File: src/rtl/quad_gate_tester_pkg.sv
// Shared definitions for the quad 2-input gate tester.
// Holds the gate-function encodings, the FSM state encoding, the number of
// test vectors and the fixed (A,B) vector table that every gate receives.
package quad_gate_tester_pkg;

    localparam int NUM_VECTORS = 4;
    localparam int NUM_GATES   = 4;
    localparam int IDX_W       = 2;

    typedef enum logic [2:0] {
        FUNC_OR   = 3'd0,
        FUNC_AND  = 3'd1,
        FUNC_NAND = 3'd2,
        FUNC_NOR  = 3'd3,
        FUNC_XOR  = 3'd4,
        FUNC_XNOR = 3'd5,
        FUNC_RSV6 = 3'd6,
        FUNC_RSV7 = 3'd7
    } func_e;

    typedef enum logic [2:0] {
        ST_IDLE   = 3'd0,
        ST_APPLY  = 3'd1,
        ST_SETTLE = 3'd2,
        ST_CHECK  = 3'd3,
        ST_FINISH = 3'd4
    } state_e;

    typedef struct packed {
        logic a;
        logic b;
    } vec_t;

    // Index 0..3 = (0,0), (0,1), (1,0), (1,1); leftmost element is index 3.
    localparam vec_t [NUM_VECTORS-1:0] VEC_TABLE = {
        vec_t'(2'b11), vec_t'(2'b10), vec_t'(2'b01), vec_t'(2'b00)
    };

    function automatic logic func_is_legal(input logic [2:0] code);
        return (code <= 3'd5);
    endfunction

endpackage

File: src/rtl/quad_gate_tester_gate_ref.sv
// gate_ref: purely combinational reference model of one 2-input gate.
// Ports:
//   func_i  gate function code (func_e)
//   a_i     A input bit
//   b_i     B input bit
//   y_o     expected output, replicated across all four gates
// Reserved codes produce 0; the tester never checks against them.
module gate_ref
    import quad_gate_tester_pkg::*;
(
    input  func_e                func_i,
    input  logic                 a_i,
    input  logic                 b_i,
    output logic [NUM_GATES-1:0] y_o
);

    logic exp_bit;

    always_comb begin
        exp_bit = 1'b0;
        case (func_i)
            FUNC_OR:   exp_bit = a_i | b_i;
            FUNC_AND:  exp_bit = a_i & b_i;
            FUNC_NAND: exp_bit = ~(a_i & b_i);
            FUNC_NOR:  exp_bit = ~(a_i | b_i);
            FUNC_XOR:  exp_bit = a_i ^ b_i;
            FUNC_XNOR: exp_bit = ~(a_i ^ b_i);
            default:   exp_bit = 1'b0;
        endcase
    end

    assign y_o = {NUM_GATES{exp_bit}};

endmodule

File: src/rtl/quad_gate_tester.sv
// quad_gate_tester: functional tester for a quad 2-input logic gate device.
// Walks the four (A,B) vectors, holds each for SETTLE_CYCLES clocks, then
// compares all four gate outputs against the selected function.
// Ports:
//   CLK, RST        clock, synchronous active-high reset
//   START           one-cycle run request (honoured only in IDLE)
//   FUNC_SEL[2:0]   expected gate function (6, 7 reserved)
//   A[3:0], B[3:0]  stimulus to gates 1..4 (bit 0 = gate 1)
//   Y[3:0]          gate outputs returned from the device
//   BUSY            run in progress
//   DONE            one-cycle end-of-run pulse
//   PASS            last run result
//   FAIL_MASK[3:0]  sticky per-gate mismatch flags
//   FAIL_VEC[1:0]   index of the first failing vector
// All outputs are registered.
module quad_gate_tester
    import quad_gate_tester_pkg::*;
#(
    parameter int SETTLE_CYCLES = 4
)(
    input  logic                 CLK,
    input  logic                 RST,
    input  logic                 START,
    input  logic [2:0]           FUNC_SEL,
    output logic [NUM_GATES-1:0] A,
    output logic [NUM_GATES-1:0] B,
    input  logic [NUM_GATES-1:0] Y,
    output logic                 BUSY,
    output logic                 DONE,
    output logic                 PASS,
    output logic [NUM_GATES-1:0] FAIL_MASK,
    output logic [IDX_W-1:0]     FAIL_VEC
);

    localparam logic [7:0] CNT_LOAD = 8'(SETTLE_CYCLES - 1);

    state_e                 state_q;
    func_e                  func_q;
    logic [IDX_W-1:0]       idx_q;
    logic [7:0]             cnt_q;
    logic [NUM_GATES-1:0]   a_q;
    logic [NUM_GATES-1:0]   b_q;
    logic                   busy_q;
    logic                   done_q;
    logic                   pass_q;
    logic [NUM_GATES-1:0]   fail_mask_q;
    logic [IDX_W-1:0]       fail_vec_q;

    logic [NUM_GATES-1:0]   exp_y;
    logic [NUM_GATES-1:0]   mism;
    logic [NUM_GATES-1:0]   fail_mask_d;
    logic [IDX_W-1:0]       idx_d;
    vec_t                   next_vec;

    // All four gates see the same pair, so gate 1's stimulus is representative.
    gate_ref u_gate_ref (
        .func_i (func_q),
        .a_i    (a_q[0]),
        .b_i    (b_q[0]),
        .y_o    (exp_y)
    );

    assign mism        = Y ^ exp_y;
    assign fail_mask_d = fail_mask_q | mism;
    assign idx_d       = idx_q + 2'd1;
    assign next_vec    = VEC_TABLE[idx_d];

    always_ff @(posedge CLK) begin
        if (RST) begin
            state_q     <= ST_IDLE;
            func_q      <= FUNC_OR;
            idx_q       <= '0;
            cnt_q       <= '0;
            a_q         <= '0;
            b_q         <= '0;
            busy_q      <= 1'b0;
            done_q      <= 1'b0;
            pass_q      <= 1'b0;
            fail_mask_q <= '0;
            fail_vec_q  <= '0;
        end else begin
            done_q <= 1'b0;
            case (state_q)
                ST_IDLE: begin
                    if (START) begin
                        if (func_is_legal(FUNC_SEL)) begin
                            func_q      <= func_e'(FUNC_SEL);
                            fail_mask_q <= '0;
                            fail_vec_q  <= '0;
                            pass_q      <= 1'b0;
                            idx_q       <= '0;
                            busy_q      <= 1'b1;
                            // Vector 0 is driven on the edge APPLY is entered.
                            a_q         <= {NUM_GATES{VEC_TABLE[0].a}};
                            b_q         <= {NUM_GATES{VEC_TABLE[0].b}};
                            state_q     <= ST_APPLY;
                        end else begin
                            // Reserved function: report an immediate total failure.
                            fail_mask_q <= '1;
                            fail_vec_q  <= '0;
                            pass_q      <= 1'b0;
                            done_q      <= 1'b1;
                            busy_q      <= 1'b0;
                            a_q         <= '0;
                            b_q         <= '0;
                            state_q     <= ST_FINISH;
                        end
                    end
                end
                ST_APPLY: begin
                    cnt_q   <= CNT_LOAD;
                    state_q <= ST_SETTLE;
                end
                ST_SETTLE: begin
                    if (cnt_q == 8'd0) begin
                        state_q <= ST_CHECK;
                    end else begin
                        cnt_q <= cnt_q - 8'd1;
                    end
                end
                ST_CHECK: begin
                    fail_mask_q <= fail_mask_d;
                    // First failing vector is the one seen while the mask was still clear.
                    if (fail_mask_q == '0 && mism != '0) begin
                        fail_vec_q <= idx_q;
                    end
                    if (idx_q == IDX_W'(NUM_VECTORS - 1)) begin
                        // DONE/PASS/BUSY are registered, so they take effect while in FINISH.
                        done_q  <= 1'b1;
                        pass_q  <= (fail_mask_d == '0);
                        busy_q  <= 1'b0;
                        a_q     <= '0;
                        b_q     <= '0;
                        state_q <= ST_FINISH;
                    end else begin
                        idx_q   <= idx_d;
                        a_q     <= {NUM_GATES{next_vec.a}};
                        b_q     <= {NUM_GATES{next_vec.b}};
                        state_q <= ST_APPLY;
                    end
                end
                ST_FINISH: begin
                    state_q <= ST_IDLE;
                end
                default: begin
                    state_q <= ST_IDLE;
                end
            endcase
        end
    end

    assign A         = a_q;
    assign B         = b_q;
    assign BUSY      = busy_q;
    assign DONE      = done_q;
    assign PASS      = pass_q;
    assign FAIL_MASK = fail_mask_q;
    assign FAIL_VEC  = fail_vec_q;

endmodule

File: config.mk
export PLATFORM = sky130hd
export DESIGN_NAME = quad_gate_tester
export DESIGN_NICKNAME = d
export VERILOG_FILES = /design/src/rtl/quad_gate_tester_pkg.sv /design/src/rtl/quad_gate_tester_gate_ref.sv /design/src/rtl/quad_gate_tester.sv
export SDC_FILE = /design/constraint.sdc
export NUM_CORES = 1
export LEC_CHECK = 0
export ABC_AREA = 1
export BUFFER_PORTS_ARGS = -buffer_cell sky130_fd_sc_hd__buf_2
export CORE_ASPECT_RATIO = 1.4
export CORE_MARGIN = 2
export CORE_UTILIZATION = 25
export DETAILED_ROUTE_END_ITERATION = 12
export GPL_TIMING_DRIVEN = 0
export SYNTH_ARGS = -nofsm -noshare
export SYNTH_HDL_FRONTEND = slang
export SYNTH_SLANG_ARGS = --single-unit
File: constraint.sdc
create_clock -name CLK -period 5.55 [get_ports CLK]
set_clock_uncertainty 0.1 [all_clocks]
set_input_delay 1.11 -clock CLK [delete_from_list [all_inputs] [get_ports CLK]]
set_output_delay 1.11 -clock CLK [all_outputs]
set_load 0.03 [all_outputs]
# [After elaboration in Yosys (flattened, before gate mapping)]
# Cells that the tools add are included.
[totals] reg_bits=33 inputBits=10 output_inout_bits=17
[classes] n_addsub=2 order_cmp=2 n_eq_ne=16 n_mux=36 n_bitwise=8 reduce_logical=16
[ops] operator="4-bit case mux with 2 select lines" count=3
[ops] operator="4-bit two-way mux" count=5
[ops] operator="8-bit case mux with 2 select lines" count=1
[ops] operator="2-bit != test (second input constant)" count=7
[ops] operator="3-bit by 2-bit equality test with 1-bit output (second input constant)" count=4
[ops] operator="2-bit two-way mux" count=6
[ops] operator="3-bit two-way mux" count=4
[ops] operator="3-bit case mux with 4 select lines" count=1
[ops] operator="3-bit AND reduction" count=3
[ops] operator="4-bit logical NOT" count=2
[ops] operator="8-bit logical NOT" count=1
[ops] operator="1-bit two-way mux" count=8
[ops] operator="8-bit two-way mux" count=1
[ops] operator="2-bit case mux with 2 select lines" count=2
[ops] operator="8-bit by 1-bit subtractor with 8-bit output (second input constant)" count=1
[ops] operator="3-bit by 1-bit equality test with 1-bit output (second input constant)" count=2
[ops] operator="3-bit equality test (second input constant)" count=2
[ops] operator="3-bit logical NOT" count=2
[ops] operator="1-bit case mux with 2 select lines" count=3
[ops] operator="1-bit case mux with 6 select lines" count=1
[ops] operator="2-bit AND reduction" count=3
[ops] operator="2-bit binary-select mux with 2-bit select" count=1
[ops] operator="4-bit OR" count=1
[ops] operator="4-bit AND reduction" count=1
[ops] operator="12 further kinds" count=15

# [Logic depth before layout (Yosys ltp)]
[logic_depth] word_depth=8 ltp_mapped=16 mapped_depth_nobuf=16

# [By module]
# A second synthesis with hierarchy kept.
[hier_totals] hier_cells=224 area_unflattened_um2=1566.5
[by_module_without_submodules] module="quad_gate_tester" instances=1 cells_each=199 area_per_inst_um2=1435.1 seq_area_each_um2=540.5
[by_module_without_submodules] module="gate_ref" instances=1 cells_each=25 area_per_inst_um2=131.4 seq_area_each_um2=0.0

# [Worst setup path after synthesis]
# Ideal clock, no wire load.
[synth_path] kind="input to register" startpoint="input port START" endpoint="register func_q[0]" arrival_time_ns=1.750 required_time_ns=5.330 setup_slack_ns=3.580 path_stages=7 n_path_buf=0 path_cell_list="inv_1 > nor2_1 > inv_1 > nor2_1 > inv_1 > o21ai_0 > a21oi_1"
[synth_via] elab_chain_len=1
[synth_rtl] item="from (decl)" line="quad_gate_tester.sv:23" source="input logic START,"
[synth_rtl] item="3-bit AND reduction (no source line)"
[synth_rtl] item="to (signal assigned)" line="quad_gate_tester.sv:87" source="func_q <= func_e'(FUNC_SEL);"
[synth_rtl] item="to (decl)" line="quad_gate_tester.sv:38" source="func_e func_q;"
# No other way between the ends.
# A chain may end at the register's enable or synchronous reset.

==> impl_results.html <==
<table>
<tr><th>Metric</th><th>Value</th></tr>
<tr><th colspan="2">Outcome</th></tr>
<tr><td>Result of the run</td><td>finished, final reports clean</td></tr>
<tr><th colspan="2">Logic synthesis</th></tr>
<tr><td>Post-synthesis compound-gate area fraction</td><td>12.4%</td></tr>
<tr><td>Gate count after technology mapping</td><td>219</td></tr>
<tr><td>Total number of yosys warnings</td><td>0</td></tr>
<tr><td>Largest family of logic cells by synthesized area</td><td>simple AND/OR/NAND/NOR gates</td></tr>
<tr><td>Xor-xnor portion of the synthesized cell area</td><td>0.578%</td></tr>
<tr><td>Average cell area after synthesis</td><td>6.92 sq um</td></tr>
<tr><td>Post-Synth Simple-Gate Area</td><td>34.4%</td></tr>
<tr><td>Net count after synthesis</td><td>234</td></tr>
<tr><td>Sequential-to-total area share from yosys stat</td><td>35.6%</td></tr>
<tr><td>Seq cells post-synth</td><td>27</td></tr>
<tr><td>Post-synthesis cell type count</td><td>23</td></tr>
<tr><td>Share of synthesized area spent on multiplexers</td><td>0%</td></tr>
<tr><td>Netlist Area Pre-Place</td><td>1520 sq um</td></tr>
<tr><td>Adder-cell share of the synthesized area</td><td>4.13%</td></tr>
<tr><th colspan="2">Place</th></tr>
<tr><td>Routability cong.</td><td>0.747</td></tr>
<tr><td>Detailed placement HPWL</td><td>2740 microns</td></tr>
<tr><td>Number of input and output port buffers inserted</td><td>25</td></tr>
<tr><td>Post-placement cell area</td><td>1730 sq um</td></tr>
<tr><th colspan="2">Timing</th></tr>
<tr><td>Final critical delay including setup and external delays</td><td>2.27 ns</td></tr>
<tr><td>Unrepaired setup endpoints after global routing</td><td>no</td></tr>
<tr><td>Max-slew headroom at the worst pin</td><td>67.6%</td></tr>
<tr><td>Worst-margin pin slew</td><td>0.486 ns</td></tr>
<tr><td>Count of endpoints failing setup in the final report</td><td>0</td></tr>
<tr><td>Number of endpoints with negative hold slack in the final report</td><td>0</td></tr>
<tr><td>FMAX</td><td>441 MHz</td></tr>
<tr><td>Share of the cycle needed by the critical path after routing</td><td>40.8%</td></tr>
<tr><td>Final-layout setup total negative slack</td><td>0 ns</td></tr>
<tr><td>Number of slew-limit violations in the final report</td><td>0</td></tr>
<tr><th colspan="2">Worst setup path</th></tr>
<tr><td>Crit. End Element</td><td>output port</td></tr>
<tr><td>CP arrival</td><td>1.06 ns</td></tr>
<tr><td>Maximum fanout count along the critical path</td><td>7</td></tr>
<tr><td>Crit start category</td><td>flop</td></tr>
<tr><td>Crit Reg-Reg Endpoint</td><td>FAIL_VEC[0]</td></tr>
<tr><td>Critical-path cell with the highest stage delay</td><td>sky130_fd_sc_hd__dfxtp_1</td></tr>
<tr><td>Origin of the critical flop-to-flop path</td><td>B[2]</td></tr>
<tr><td>Critical path data required time</td><td>4.34 ns</td></tr>
<tr><td>Worst stage delay on the critical path</td><td>0.45 ns</td></tr>
<tr><td>Cell count of the worst reg-to-reg path</td><td>16</td></tr>
<tr><td>Type of the worst setup path</td><td>flop to output port</td></tr>
<tr><td>Cell breakdown of the critical path</td><td>buf_4 &gt; buf_2</td></tr>
<tr><td>Reg-to-reg slack, setup</td><td>3.48 ns</td></tr>
<tr><th colspan="2">Detailed routing</th></tr>
<tr><td>Number of vias after detailed routing</td><td>1,413</td></tr>
<tr><td>Final WL</td><td>3360 microns</td></tr>
<tr><td>Pre-antenna DRT Iters</td><td>4</td></tr>
<tr><td>Mean routed wirelength per cell</td><td>10.6 microns</td></tr>
<tr><td>Via-per-instance ratio</td><td>4.44</td></tr>
<tr><td>Post-detailed-route count of antenna-violating nets</td><td>0</td></tr>
<tr><td>Number of DRC violations after detailed-routing iteration 0</td><td>53</td></tr>
<tr><td>DRC violations left</td><td>0</td></tr>
<tr><th colspan="2">Global routing</th></tr>
<tr><td>Pin count of the biggest net entering global routing</td><td>16</td></tr>
<tr><td>Vias in the first global route</td><td>1,337</td></tr>
<tr><td>Overall global routing resource usage</td><td>10.3%</td></tr>
<tr><td>Antenna violations before repair</td><td>0</td></tr>
<tr><td>GR Overflow Total</td><td>0</td></tr>
<tr><td>Wire length of the first global-routing pass</td><td>5550 microns</td></tr>
<tr><th colspan="2">Layout</th></tr>
<tr><td>Fraction of final layout cells sized beyond drive strength 1</td><td>22.2%</td></tr>
<tr><td>Area used by multi-input combinational logic</td><td>781 sq um</td></tr>
<tr><td>Post-layout net count</td><td>264</td></tr>
<tr><td>Layout fillers</td><td>651</td></tr>
<tr><td>Leading cell types in the layout, fill and taps excluded</td><td>sky130_fd_sc_hd__nand2_1, sky130_fd_sc_hd__inv_1, sky130_fd_sc_hd__dfxtp_1, sky130_fd_sc_hd__buf_2, sky130_fd_sc_hd__nor2_1</td></tr>
<tr><td>Antenna Diode Count</td><td>0</td></tr>
<tr><td>Final instance area</td><td>1780 sq um</td></tr>
<tr><td>Most common library cell in the layout ignoring fill and taps</td><td>sky130_fd_sc_hd__nand2_1</td></tr>
<tr><td>Area grow syn2layout</td><td>17.1%</td></tr>
<tr><td>Total area of sequential cells</td><td>541 sq um</td></tr>
<tr><td>Final Core Density</td><td>30.3%</td></tr>
<tr><th colspan="2">Pwr</th></tr>
<tr><td>Leakage power of the design</td><td>0.000830 uW</td></tr>
<tr><td>Power per cell area</td><td>346 nW/um^2</td></tr>
<tr><td>Max IR drop VDD</td><td>140 uV</td></tr>
<tr><th colspan="2">Clocking</th></tr>
<tr><td>Number of clock buffers inserted by TritonCTS</td><td>3</td></tr>
<tr><td>Resized cells post-CTS</td><td>0</td></tr>
<tr><td>Latest clock arrival within the worst-skew pair</td><td>0.28 ns</td></tr>
<tr><td>Number of H-tree branching levels</td><td>1</td></tr>
<tr><td>CTS clk-pin slew, worst paths</td><td>0.10 ns</td></tr>
<tr><td># hold bufs at CTS</td><td>0</td></tr>
<tr><td>Root Buffer Master</td><td>sky130_fd_sc_hd__clkbuf_8</td></tr>
<tr><td>Clock Sink Count</td><td>27</td></tr>
<tr><td>CTS tree</td><td>built</td></tr>
<tr><td>Clock tree buffer depth</td><td>2</td></tr>
<tr><td>Post-CTS Setup Inserts</td><td>0</td></tr>
<tr><th colspan="2">Flow run</th></tr>
<tr><td>Max-cap check violation count</td><td>0</td></tr>
<tr><th colspan="2">Floorplanning</th></tr>
<tr><td>CORE AREA</td><td>5860 sq um</td></tr>
<tr><td>Die height</td><td>96.2 microns</td></tr>
<tr><td>Starting density of the core</td><td>25.9%</td></tr>
<tr><td>Area of the die</td><td>6710 sq um</td></tr>
<tr><td>Overall die width</td><td>69.8 microns</td></tr>
<tr><td>Top-level I/O count</td><td>27</td></tr>
<tr><td>Row cnt</td><td>33</td></tr>
<tr><th colspan="2">Hold path</th></tr>
<tr><td>Hold Path End</td><td>BUSY</td></tr>
<tr><td>Type of the worst min-delay path</td><td>flop to flop</td></tr>
<tr><td>Hold Path Stages</td><td>2</td></tr>
<tr><td>Hold Crit Start</td><td>BUSY</td></tr>
</table>
==> cells in the mapped netlist <==
cell / n / area [sq um]
sky130_fd_sc_hd__o21ai_0: 10 / 50.1
sky130_fd_sc_hd__clkbuf_1: 1 / 3.75
sky130_fd_sc_hd__nor2_2: 2 / 12.5
sky130_fd_sc_hd__nand2_2: 4 / 25.0
sky130_fd_sc_hd__nand4_1: 4 / 25.0
sky130_fd_sc_hd__inv_1: 29 / 109
sky130_fd_sc_hd__nor3_4: 2 / 32.5
sky130_fd_sc_hd__xnor2_1: 1 / 8.76
sky130_fd_sc_hd__inv_2: 5 / 18.8
sky130_fd_sc_hd__nand3b_1: 1 / 7.51
sky130_fd_sc_hd__nor3_1: 6 / 30.0
sky130_fd_sc_hd__nand2_1: 48 / 180
sky130_fd_sc_hd__a31oi_4: 1 / 21.3
sky130_fd_sc_hd__a221oi_1: 1 / 8.76
sky130_fd_sc_hd__dfxtp_1: 27 / 541
sky130_fd_sc_hd__nor2_4: 4 / 45.0
sky130_fd_sc_hd__nand3_1: 17 / 85.1
sky130_fd_sc_hd__ha_1: 5 / 62.6
sky130_fd_sc_hd__a21oi_1: 20 / 100
sky130_fd_sc_hd__buf_1: 1 / 3.75
sky130_fd_sc_hd__nor2_1: 21 / 78.8
sky130_fd_sc_hd__buf_4: 8 / 60.1
sky130_fd_sc_hd__o21a_1: 1 / 7.51
==> worst max-delay path by stage <==
| stage | startpoint | end | slack, ns | cells past startpoint |
|---|---|---|---|---|
| finish | A[2] | A[3] | 3.28 | 2 |
| global route | B[2] | B[3] | 3.16 | 2 |
| CTS | A[2] | A[3] | 3.25 | 2 |
| detailed placement | RST | cnt_q[6] | 3.30 | 5 |
| global placement | RST | cnt_q[6] | 3.31 | 5 |
| floorplan | START | func_q[0] | 3.58 | 7 |
==> state kept, by name, summed over array words and instances, names as in the netlist <==
register   cells
idx_q          2
func_q         3
FAIL_VEC       2
FAIL_MASK      4
BUSY           1
DONE           1
B              1
PASS           1
A              1
cnt_q          8
state_q        3
==> critical path: cells and delay by family, from the launching register on <==
kind,cells,cell delay [ns]
flip-flops,1,0.45
buffers and inverters,2,0.32
==> cells by family (layout without fill, tap and decap cells) <==
kind of cell               Yosys count  in the layout
DFF                                 27             27
buffers and inverters               44             73
AOI/OAI and AO/OA                   33             33
adders and majority gates            5              5
xor gates and xnor gates             1              1
and+or+nand+nor                    109            109
==> final cells by class <==
| class | count | area share, % |
|---|---|---|
| flip-flops and latches | 27 | 30.4 |
| clock buffers | 3 | 2.33 |
| well taps | 70 | 4.93 |
| multi-input cells | 148 | 44.0 |
| inverters | 34 | 7.19 |
| clock inverters | 1 | 0.282 |
| plain buffers | 10 | 3.81 |
| repair buffers | 25 | 7.05 |
==> power breakdown <==
group	switching, uW	leakage (uW)	internal, uW
clock	63.8	0.0000255	50.5
sequential	23.5	0.000221	226
combinational	166	0.000584	84.2
total	253	0.000830	361
==> per-layer routing <==
metal | share of wire (%) | global-route usage [%] | routed length (microns) | vias to the layer above
li1 | - | - | - | 745
met1 | 40 | 10.3 | 1340 | 646
met2 | 56 | 20.6 | 1870 | 17
met3 | 2.7 | 1.68 | 90 | 5
met4 | 1.8 | 4.81 | 59 | 0
met5 | 0 | 0 | 0 | -
==> through the flow <==
step                setup slack [ns]  std cells  total power [uW]  hold slack (ns)
detailed placement              3.30        314               507            0.360
global route                    3.16        318               670            0.398
global placement                3.31        314               501            0.352
finish                          3.28        318               614            0.369
CTS                             3.25        318               622            0.375
floorplan                       3.58        219               454            0.344
Power figures use the tool's default switching activity.
